**config.mk**
```make
export PLATFORM = sky130hd
export DESIGN_NAME = npc_unit_flat
export DESIGN_NICKNAME = d
export VERILOG_FILES = /design/src/rtl/npc_pkg.sv /design/src/rtl/npc_if.sv /design/src/rtl/npc_ras.sv /design/src/rtl/npc_unit.sv /design/src/flat_wrapper.sv
export SDC_FILE = /design/constraint.sdc
export NUM_CORES = 1
export LEC_CHECK = 0
export ABC_CLOCK_PERIOD_IN_PS = 2620
export CORE_ASPECT_RATIO = 1.4
export CORE_UTILIZATION = 33
export CTS_BUF_LIST = sky130_fd_sc_hd__clkbuf_8 sky130_fd_sc_hd__clkbuf_16
export CTS_CLUSTER_DIAMETER = 120
export CTS_CLUSTER_SIZE = 14
export DETAILED_ROUTE_END_ITERATION = 8
export PLACE_DENSITY = 0.82
export SLEW_MARGIN = 30
export SYNTH_ARGS = -nofsm -noshare
export SYNTH_HDL_FRONTEND = slang
export SYNTH_SLANG_ARGS = --single-unit
```
**constraint.sdc**
```tcl
create_clock -name clk -period 2.62 [get_ports clk]
set_input_delay 0.524 -clock clk [delete_from_list [all_inputs] [get_ports clk]]
set_output_delay 0.524 -clock clk [all_outputs]
set_load 0.01 [all_outputs]
```
**src/rtl/npc_pkg.sv**
```systemverilog
// Shared constants and redirect-source encoding for the next-PC generator.
package npc_pkg;

  localparam logic [31:0] RESET_PC  = 32'h0000_0000;
  localparam int          RAS_DEPTH = 4;
  localparam int          RAS_PTR_W = $clog2(RAS_DEPTH);
  localparam int          RAS_CNT_W = $clog2(RAS_DEPTH) + 1;

  typedef enum logic [2:0] {
    SRC_SEQ,
    SRC_BR,
    SRC_JR,
    SRC_JMP,
    SRC_PEND
  } npc_src_e;

endpackage

```
**src/rtl/npc_if.sv**
```systemverilog
// Fetch-redirect bundle between the pipeline (master) and the next-PC unit (slave).
interface npc_if;

  logic [31:0] PC;
  logic        PC_Write_Final;
  logic        br_valid;
  logic        br_taken;
  logic [31:0] br_target;
  logic        jmp_valid;
  logic        jmp_link;
  logic [31:0] jmp_target;
  logic [31:0] link_addr;
  logic        jr_valid;
  logic        jr_ra;
  logic        jr_tgt_rdy;
  logic [31:0] jr_target;
  logic [31:0] NPC;
  logic        flush;
  logic        jr_wait;

  modport master (
    output PC, PC_Write_Final, br_valid, br_taken, br_target,
           jmp_valid, jmp_link, jmp_target, link_addr,
           jr_valid, jr_ra, jr_tgt_rdy, jr_target,
    input  NPC, flush, jr_wait
  );

  modport slave (
    input  PC, PC_Write_Final, br_valid, br_taken, br_target,
           jmp_valid, jmp_link, jmp_target, link_addr,
           jr_valid, jr_ra, jr_tgt_rdy, jr_target,
    output NPC, flush, jr_wait
  );

endinterface

```
**src/rtl/npc_ras.sv**
```systemverilog
// Circular return-address stack; a push at full depth overwrites the oldest entry.
module npc_ras
  import npc_pkg::*;
(
  input  logic                 clk,
  input  logic                 rst,
  input  logic                 i_push,
  input  logic [31:0]          i_push_addr,
  input  logic                 i_pop,
  output logic [31:0]          o_top,
  output logic [RAS_CNT_W-1:0] o_count
);

  logic [31:0]          r_stack [RAS_DEPTH];
  logic [RAS_PTR_W-1:0] r_ptr;
  logic [RAS_CNT_W-1:0] r_count;
  logic [RAS_PTR_W-1:0] w_top_idx;
  logic                 w_full;
  logic                 w_empty;

  // r_ptr names the next free slot, so the top lives one below it.
  assign w_top_idx = r_ptr - RAS_PTR_W'(1);
  assign w_full    = (r_count == RAS_CNT_W'(RAS_DEPTH));
  assign w_empty   = (r_count == '0);
  assign o_top     = r_stack[w_top_idx];
  assign o_count   = r_count;

  always_ff @(posedge clk) begin
    if (rst) begin
      r_ptr   <= '0;
      r_count <= '0;
    end else if (i_push) begin
      r_ptr <= r_ptr + RAS_PTR_W'(1);
      if (!w_full)
        r_count <= r_count + RAS_CNT_W'(1);
    end else if (i_pop && !w_empty) begin
      r_ptr   <= w_top_idx;
      r_count <= r_count - RAS_CNT_W'(1);
    end
  end

  always_ff @(posedge clk) begin
    if (i_push)
      r_stack[r_ptr] <= i_push_addr;
  end

endmodule

```
**src/rtl/npc_unit.sv**
```systemverilog
// Next-PC select with stall-held redirects; `define NPC_RAS_EN adds a return-address
// stack so `jr $ra` can redirect before its operand is forwarded.
module npc_unit
  import npc_pkg::*;
(
  input  logic clk,
  input  logic rst,
  npc_if.slave bus
);

  logic                 r_pend_v;
  logic [31:0]          r_pend_pc;
  logic                 w_br_go;
  logic                 w_jr_go;
  logic                 w_live;
  logic                 w_ras_pred;
  logic [31:0]          w_ras_top;
  logic [31:0]          w_tgt;
  logic [31:0]          w_pc_plus4;
  npc_src_e             w_src;

`ifdef NPC_RAS_EN
  logic                 w_push;
  logic                 w_pop;
  logic [RAS_CNT_W-1:0] w_ras_count;

  // A live redirect is always accepted: it either reaches NPC now or is parked.
  assign w_push     = (w_src == SRC_JMP) & bus.jmp_link;
  assign w_pop      = (w_src == SRC_JR) & bus.jr_ra;
  assign w_ras_pred = bus.jr_ra & ~bus.jr_tgt_rdy & (w_ras_count != '0);

  npc_ras u_ras (
    .clk         (clk),
    .rst         (rst),
    .i_push      (w_push),
    .i_push_addr (bus.link_addr),
    .i_pop       (w_pop),
    .o_top       (w_ras_top),
    .o_count     (w_ras_count)
  );
`else
  logic w_unused_ras;

  assign w_ras_pred   = 1'b0;
  assign w_ras_top    = '0;
  assign w_unused_ras = &{1'b0, bus.jmp_link, bus.jr_ra, bus.link_addr};
`endif

  assign w_br_go    = bus.br_valid & bus.br_taken;
  assign w_jr_go    = bus.jr_valid & (bus.jr_tgt_rdy | w_ras_pred);
  assign w_pc_plus4 = bus.PC + 32'd4;

  // A parked redirect masks everything younger in ID/EX.
  always_comb begin
    w_src = SRC_SEQ;
    w_tgt = '0;
    if (r_pend_v) begin
      w_src = SRC_PEND;
    end else if (w_br_go) begin
      w_src = SRC_BR;
      w_tgt = bus.br_target;
    end else if (w_jr_go) begin
      w_src = SRC_JR;
      w_tgt = bus.jr_tgt_rdy ? bus.jr_target : w_ras_top;
    end else if (bus.jmp_valid) begin
      w_src = SRC_JMP;
      w_tgt = bus.jmp_target;
    end
  end

  assign w_live = (w_src == SRC_BR) | (w_src == SRC_JR) | (w_src == SRC_JMP);

  always_comb begin
    case (w_src)
      SRC_PEND: bus.NPC = r_pend_pc;
      SRC_SEQ:  bus.NPC = w_pc_plus4;
      default:  bus.NPC = w_tgt;
    endcase
  end

  assign bus.flush   = bus.PC_Write_Final & (r_pend_v | w_live);
  assign bus.jr_wait = bus.jr_valid & ~bus.jr_tgt_rdy & ~w_ras_pred & ~r_pend_v & ~w_br_go;

  always_ff @(posedge clk) begin
    if (rst) begin
      r_pend_v  <= 1'b0;
      r_pend_pc <= '0;
    end else if (r_pend_v) begin
      if (bus.PC_Write_Final)
        r_pend_v <= 1'b0;
    end else if (w_live && !bus.PC_Write_Final) begin
      r_pend_v  <= 1'b1;
      r_pend_pc <= w_tgt;
    end
  end

endmodule

```
**src/flat_wrapper.sv**
```systemverilog
// flat-port wrapper written by rule: the top's interface ports become plain ports
module npc_unit_flat import npc_pkg::*;
  (clk, rst, bus_PC, bus_PC_Write_Final, bus_br_valid, bus_br_taken, bus_br_target, bus_jmp_valid, bus_jmp_link, bus_jmp_target, bus_link_addr, bus_jr_valid, bus_jr_ra, bus_jr_tgt_rdy, bus_jr_target, bus_NPC, bus_flush, bus_jr_wait);
  npc_if bus_i ();
  input  logic clk;
  input  logic rst;
  input wire logic [$bits(bus_i.PC)-1:0] bus_PC;
  input wire logic [$bits(bus_i.PC_Write_Final)-1:0] bus_PC_Write_Final;
  input wire logic [$bits(bus_i.br_valid)-1:0] bus_br_valid;
  input wire logic [$bits(bus_i.br_taken)-1:0] bus_br_taken;
  input wire logic [$bits(bus_i.br_target)-1:0] bus_br_target;
  input wire logic [$bits(bus_i.jmp_valid)-1:0] bus_jmp_valid;
  input wire logic [$bits(bus_i.jmp_link)-1:0] bus_jmp_link;
  input wire logic [$bits(bus_i.jmp_target)-1:0] bus_jmp_target;
  input wire logic [$bits(bus_i.link_addr)-1:0] bus_link_addr;
  input wire logic [$bits(bus_i.jr_valid)-1:0] bus_jr_valid;
  input wire logic [$bits(bus_i.jr_ra)-1:0] bus_jr_ra;
  input wire logic [$bits(bus_i.jr_tgt_rdy)-1:0] bus_jr_tgt_rdy;
  input wire logic [$bits(bus_i.jr_target)-1:0] bus_jr_target;
  output wire logic [$bits(bus_i.NPC)-1:0] bus_NPC;
  output wire logic [$bits(bus_i.flush)-1:0] bus_flush;
  output wire logic [$bits(bus_i.jr_wait)-1:0] bus_jr_wait;
  assign bus_i.PC = bus_PC;
  assign bus_i.PC_Write_Final = bus_PC_Write_Final;
  assign bus_i.br_valid = bus_br_valid;
  assign bus_i.br_taken = bus_br_taken;
  assign bus_i.br_target = bus_br_target;
  assign bus_i.jmp_valid = bus_jmp_valid;
  assign bus_i.jmp_link = bus_jmp_link;
  assign bus_i.jmp_target = bus_jmp_target;
  assign bus_i.link_addr = bus_link_addr;
  assign bus_i.jr_valid = bus_jr_valid;
  assign bus_i.jr_ra = bus_jr_ra;
  assign bus_i.jr_tgt_rdy = bus_jr_tgt_rdy;
  assign bus_i.jr_target = bus_jr_target;
  assign bus_NPC = bus_i.NPC;
  assign bus_flush = bus_i.flush;
  assign bus_jr_wait = bus_i.jr_wait;
  npc_unit u_core (.clk(clk), .rst(rst), .bus(bus_i));
endmodule
```
; ---- Word level (Yosys, flattened, before mapping)
; Index checks and enable logic that the tools add are counted.
[totals]
regBits = 33
wordCells = 36
input_bits = 170
output_inout_bits = 34
[classes]
reduce_logical = 4
n_eq_ne = 4
n_bitwise = 12
n_addsub = 1
muxes = 13
[ops]
columns = op, count
row1 = 32-bit two-way mux, 5
row2 = 32-bit case mux with 2 select lines, 1
row3 = 32-bit by 3-bit adder with 32-bit output (second input constant), 1
row4 = 3-bit two-way mux, 3
row5 = 1-bit bitwise AND, 6
row6 = 3-bit by 2-bit == test with 1-bit output (second input constant), 2
row7 = 3-bit by 1-bit == test with 1-bit output (second input constant), 1
row8 = 3-bit == test (second input constant), 1
row9 = 3-bit zero test, 1
row10 = 1-bit two-way mux, 3
row11 = 1-bit NOT, 3
row12 = 1-bit bitwise OR, 3
row13 = 2-bit two-way mux, 1
row14 = 2-bit AND reduction, 1
row15 = 1-bit logical AND, 1
row16 = 1-bit zero test, 1

; ---- Logic depth before layout (Yosys ltp)
[logic_depth]
word_depth = 10
mapped_depth = 7
depth_no_buf = 5

; ---- Worst setup path after synthesis
; No wires, ideal clock.
[synth_path]
kind = input-to-output
start = in bus_PC[2]
end = out bus_NPC[28]
path_slack_ps = -31
stages = 6
arrival_time_ps = 2127
required_time_ps = 2096
path_buffers = 1
cell_sequence = ha_1 nand3_2 or4_1 buf_2 o311a_1 a211o_1
[synth_via]
elab_chain_cells = 2
[synth_rtl]
columns = element, line
row1 = "start, declared", flat_wrapper.sv:7  ; input wire logic [$bits(bus_i.PC)-1:0] bus_PC;
row2 = 32-bit by 3-bit adder with 32-bit output, npc_unit.sv:51  ; assign w_pc_plus4 = bus.PC + 32'd4;
row3 = 32-bit case mux with 2 select lines, npc_unit.sv:74  ; case (w_src)
row4 = "end, declared", flat_wrapper.sv:20  ; output wire logic [$bits(bus_i.NPC)-1:0] bus_NPC;
; No other way between the ends.

; ---- Worst setup path after layout
[layout_path]
start = in bus_PC[11]
end = out bus_NPC[27]
; The elaborated chain is that of the path after synthesis.

==> results.yml <==
status:
  status: "finished with violations"
  failed_checks: "negative setup slack"
drt:
  drc: 0
  routed_wirelength_um: 15180
  vias_per_cell: 5.899
  vias: 4713
  firstDrtPassIters: 5
  wl_per_cell_um: 19.00
  drtIter0Drc: 372
  antenna_left: 0
cells_and_area:
  syn_to_final_growth_pct: 101.2
  drive_gt1_frac: 0.3194
  diodes: 0
  nNetsFinal: 862
  fill_cells: 691
  final_cell_count_no_fill: 799
pwr:
  p_leak_nw: 2.612
  peakVddDrop_uv: 243.8
  combPwrFrac: 0.455
  swShare: 0.3224
  seqPwrFrac: 0.265
  power_switching_mw: 0.6665
  p_int_mw: 1.401
  p_clk_frac: 0.280
  p_per_area_nw_per_um2: 338.7
yosys:
  synth.cell_area_sq_um: 3034
  yosys_warnings: 0
  synthFlopType: "dfxtp_1"
  synth_edf_count: 0
  ys_seq_area_frac: 0.2177
  synth-async-reset-ratio: 0
  synthCells: 421
  synth-seq-cells: 33
  synth.avg_cell_area_sq_um: 7.207
  synth_nets: 592
  synth_cell_types: 41
critical_path:
  crit_path_end_kind: "primary output"
  max_stage_delay_ns: 0.54
  cp_slowest_cell: "or4_4"
  worst-r2r-cell-count: 7
  required_ns: 2.10
  worstPathMaxFanout: 6
  path_cells: "buf_6 > nand4_1 > buf_4 > or4_4 > buf_8 > o311a_1 > a211o_1 > buf_2"
  critPathKind: "in2out"
  crit_buf_inv: 4
  worstPathArrival_ns: 2.36
  cp.depth: 8
  crit_path_start_kind: "input pin"
  crit_family: "simple AND/OR/NAND/NOR gates"
cts:
  ctsLongestPathBuffers: 2
  clkSlewWorstSetupHoldPaths_ns: 0.06
  tritoncts: "yes"
  clock_latency_ns: 0.28
  h-tree-depth: 2
  cts_made_buffers: 5
  root_buffer: "clkbuf_16"
  cts-hold-fix-buffers: 0
  numClockSinks: 33
timing:
  rsz0062_at_grt: "true"
  tightest_slew_ns: 0.4038
  drv_slew: 0
  period_share: 1.101
  finalClockSkew_ns: 0.004489
  hold_ws_ns: 0.4650
  setup_viol: 14
  max_freq_mhz: 346.7
  hold_violations: 0
  finalCriticalPeriod_ns: 2.884
  relSlewSlack: 0.7290
  fin_ws_ns: -0.2642
floorplan:
  pin_count: 204
  die_y_um: 115.5
  floorplan.initialDensity: 0.3380
  core.rowCount: 41
  die_area_sq_um: 9587
  core_area_sq_um: 8977
  die_w_um: 83.04
global_route:
  grt_overflow: 0
  grt_pass1_wl_um: 23390
  antenna_found_initial: 0
  grt_pass1_vias: 4845
  grt_max_degree: 60
  gr-usage-all-layers: 0.3054
hold_path:
  hp-class: "reg2reg"
  whs_path_depth: 1
place:
  dp_hpwl_um: 10560
  gp_congestion: 0.9347
  dp_cells: 768
  port_buffers: 169
run:
  drv_cap: 0
==> cells in the final DEF, fill, tap and decap left out, types with 6 or more instances in the layout <==
cell               n
inv_1              7
nand2_1           48
buf_2             22
o211ai_1          28
or4_4              6
buf_4            110
nor2_1            32
nor3_1            16
a311o_1            8
a311oi_1           6
nand2b_1           7
dfxtp_1           32
dlymetal6s2s_1    11
xnor2_1           12
buf_6             18
a211o_1           11
a32oi_1            7
nand3_1           38
a22o_1            10
dlygate4sd2_1      9
a31oi_1            6
and3_1            15
clkdlybuf4s50_1  104
nand4_1            8
clkbuf_2          10
o2bb2ai_1         20
==> Yosys cell counts (5+ instances only) <==
| library cell | instances | area share |
|---|---|---|
| a211o_1 | 11 | 0.032 |
| a22o_1 | 10 | 0.029 |
| a311o_1 | 8 | 0.026 |
| a311oi_1 | 11 | 0.032 |
| a31oi_1 | 6 | 0.012 |
| a32oi_1 | 7 | 0.020 |
| and3_1 | 15 | 0.031 |
| clkbuf_1 | 34 | 0.042 |
| dfxtp_1 | 33 | 0.22 |
| inv_1 | 7 | 0.0087 |
| nand2_1 | 50 | 0.062 |
| nand2b_1 | 8 | 0.016 |
| nand3_1 | 41 | 0.068 |
| nand4_1 | 8 | 0.016 |
| nor2_1 | 37 | 0.046 |
| nor3_1 | 16 | 0.026 |
| nor4_1 | 5 | 0.010 |
| o211ai_1 | 28 | 0.069 |
| o2bb2ai_1 | 20 | 0.058 |
| o31ai_1 | 5 | 0.012 |
| or4_1 | 10 | 0.025 |
| xnor2_1 | 13 | 0.038 |
==> cell families after synthesis <==
| kind of cell | Yosys count | share of synthesized area |
|---|---|---|
| compound gates | 127 | 0.3497 |
| simple gates | 199 | 0.3241 |
| buf+inv | 47 | 0.06392 |
| xor+xnor | 14 | 0.04041 |
| fa+ha+maj | 1 | 0.004123 |
| flops | 33 | 0.2177 |
==> power groups by stage <==
| stage | Clock, mW | Sequential, mW | Combinational, mW |
|---|---|---|---|
| global route | 0.597 | 0.549 | 1.00 |
| CTS | 0.578 | 0.546 | 0.927 |
| finish | 0.579 | 0.547 | 0.941 |
| floorplan | 0 | 0.552 | 0.337 |
| global placement | 0 | 0.555 | 0.915 |
| detailed placement | 0 | 0.556 | 0.926 |
==> worst reg2reg max path, cell delays in order, from the launching register on <==
cell,delay (ns)
dfxtp_2,0.35
buf_12,0.27
a21oi_1,0.08
buf_4,0.20
buf_4,0.15
a21oi_2,0.15
buf_4,0.27
a22o_1,0.18
==> state kept, by name, summed over array words and instances, names as in the netlist <==
name and count:
u_core.r_pend_v 1, u_core.r_pend_pc 32
==> stage by stage <==
| step | worst slack (ns) | TNS, ns | instance area (sq um) | utilization | power (mW) |
|---|---|---|---|---|---|
| 6_report | -0.2642 | -2.632 | 6103 | 0.6799 | 2.067 |
| 5_1_grt | -0.3412 | -3.582 | 6103 | 0.6799 | 2.147 |
| 4_1_cts | -0.2573 | -2.336 | 6072 | 0.6764 | 2.051 |
| 3_5_place_dp | -1.012 | -25.77 | 5594 | 0.6231 | 1.482 |
| 3_3_place_gp | -0.9886 | -25.36 | 5594 | 0.6231 | 1.470 |
| 2_1_floorplan | 0.03875 | 0 | 3064 | - | 0.8889 |
==> final timing paths <==
check / end / slack [ns] / start
max reg2reg: u_core.r_pend_pc[30] / 0.91 / u_core.r_pend_v
min: u_core.r_pend_pc[14] / 0.46 / u_core.r_pend_pc[14]
min reg2reg: u_core.r_pend_pc[14] / 0.46 / u_core.r_pend_pc[14]
max: bus_NPC[27] / -0.26 / bus_PC[11]
==> layer usage <==
| metal | global-route usage | share of wire |
|---|---|---|
| met1 | 0.3311 | 0.36 |
| met2 | 0.5656 | 0.52 |
| met3 | 0.04487 | 0.064 |
| met4 | 0.1805 | 0.049 |
| met5 | 0 | 0 |
==> timing repair <==
item                                    CTS  global route
gates resized for setup                 209            39
buffers inserted                         17             1
cloned                                    5             0
endpoints found under the setup margin   34            33
pin swaps                                26            14
==> final cells by class <==
cell class,instances,area (sq um),area share
Timing Repair Buffer,302,2745,0.4498
Multi-Input combinational cell,342,2394,0.3922
Sequential cell,33,661.9,0.1084
Tap cell,107,133.9,0.02194
Clock buffer,5,125.1,0.02050
Inverter,7,26.28,0.004305
Clock inverter,3,17.52,0.002870
(Power assumes the default switching activity.)
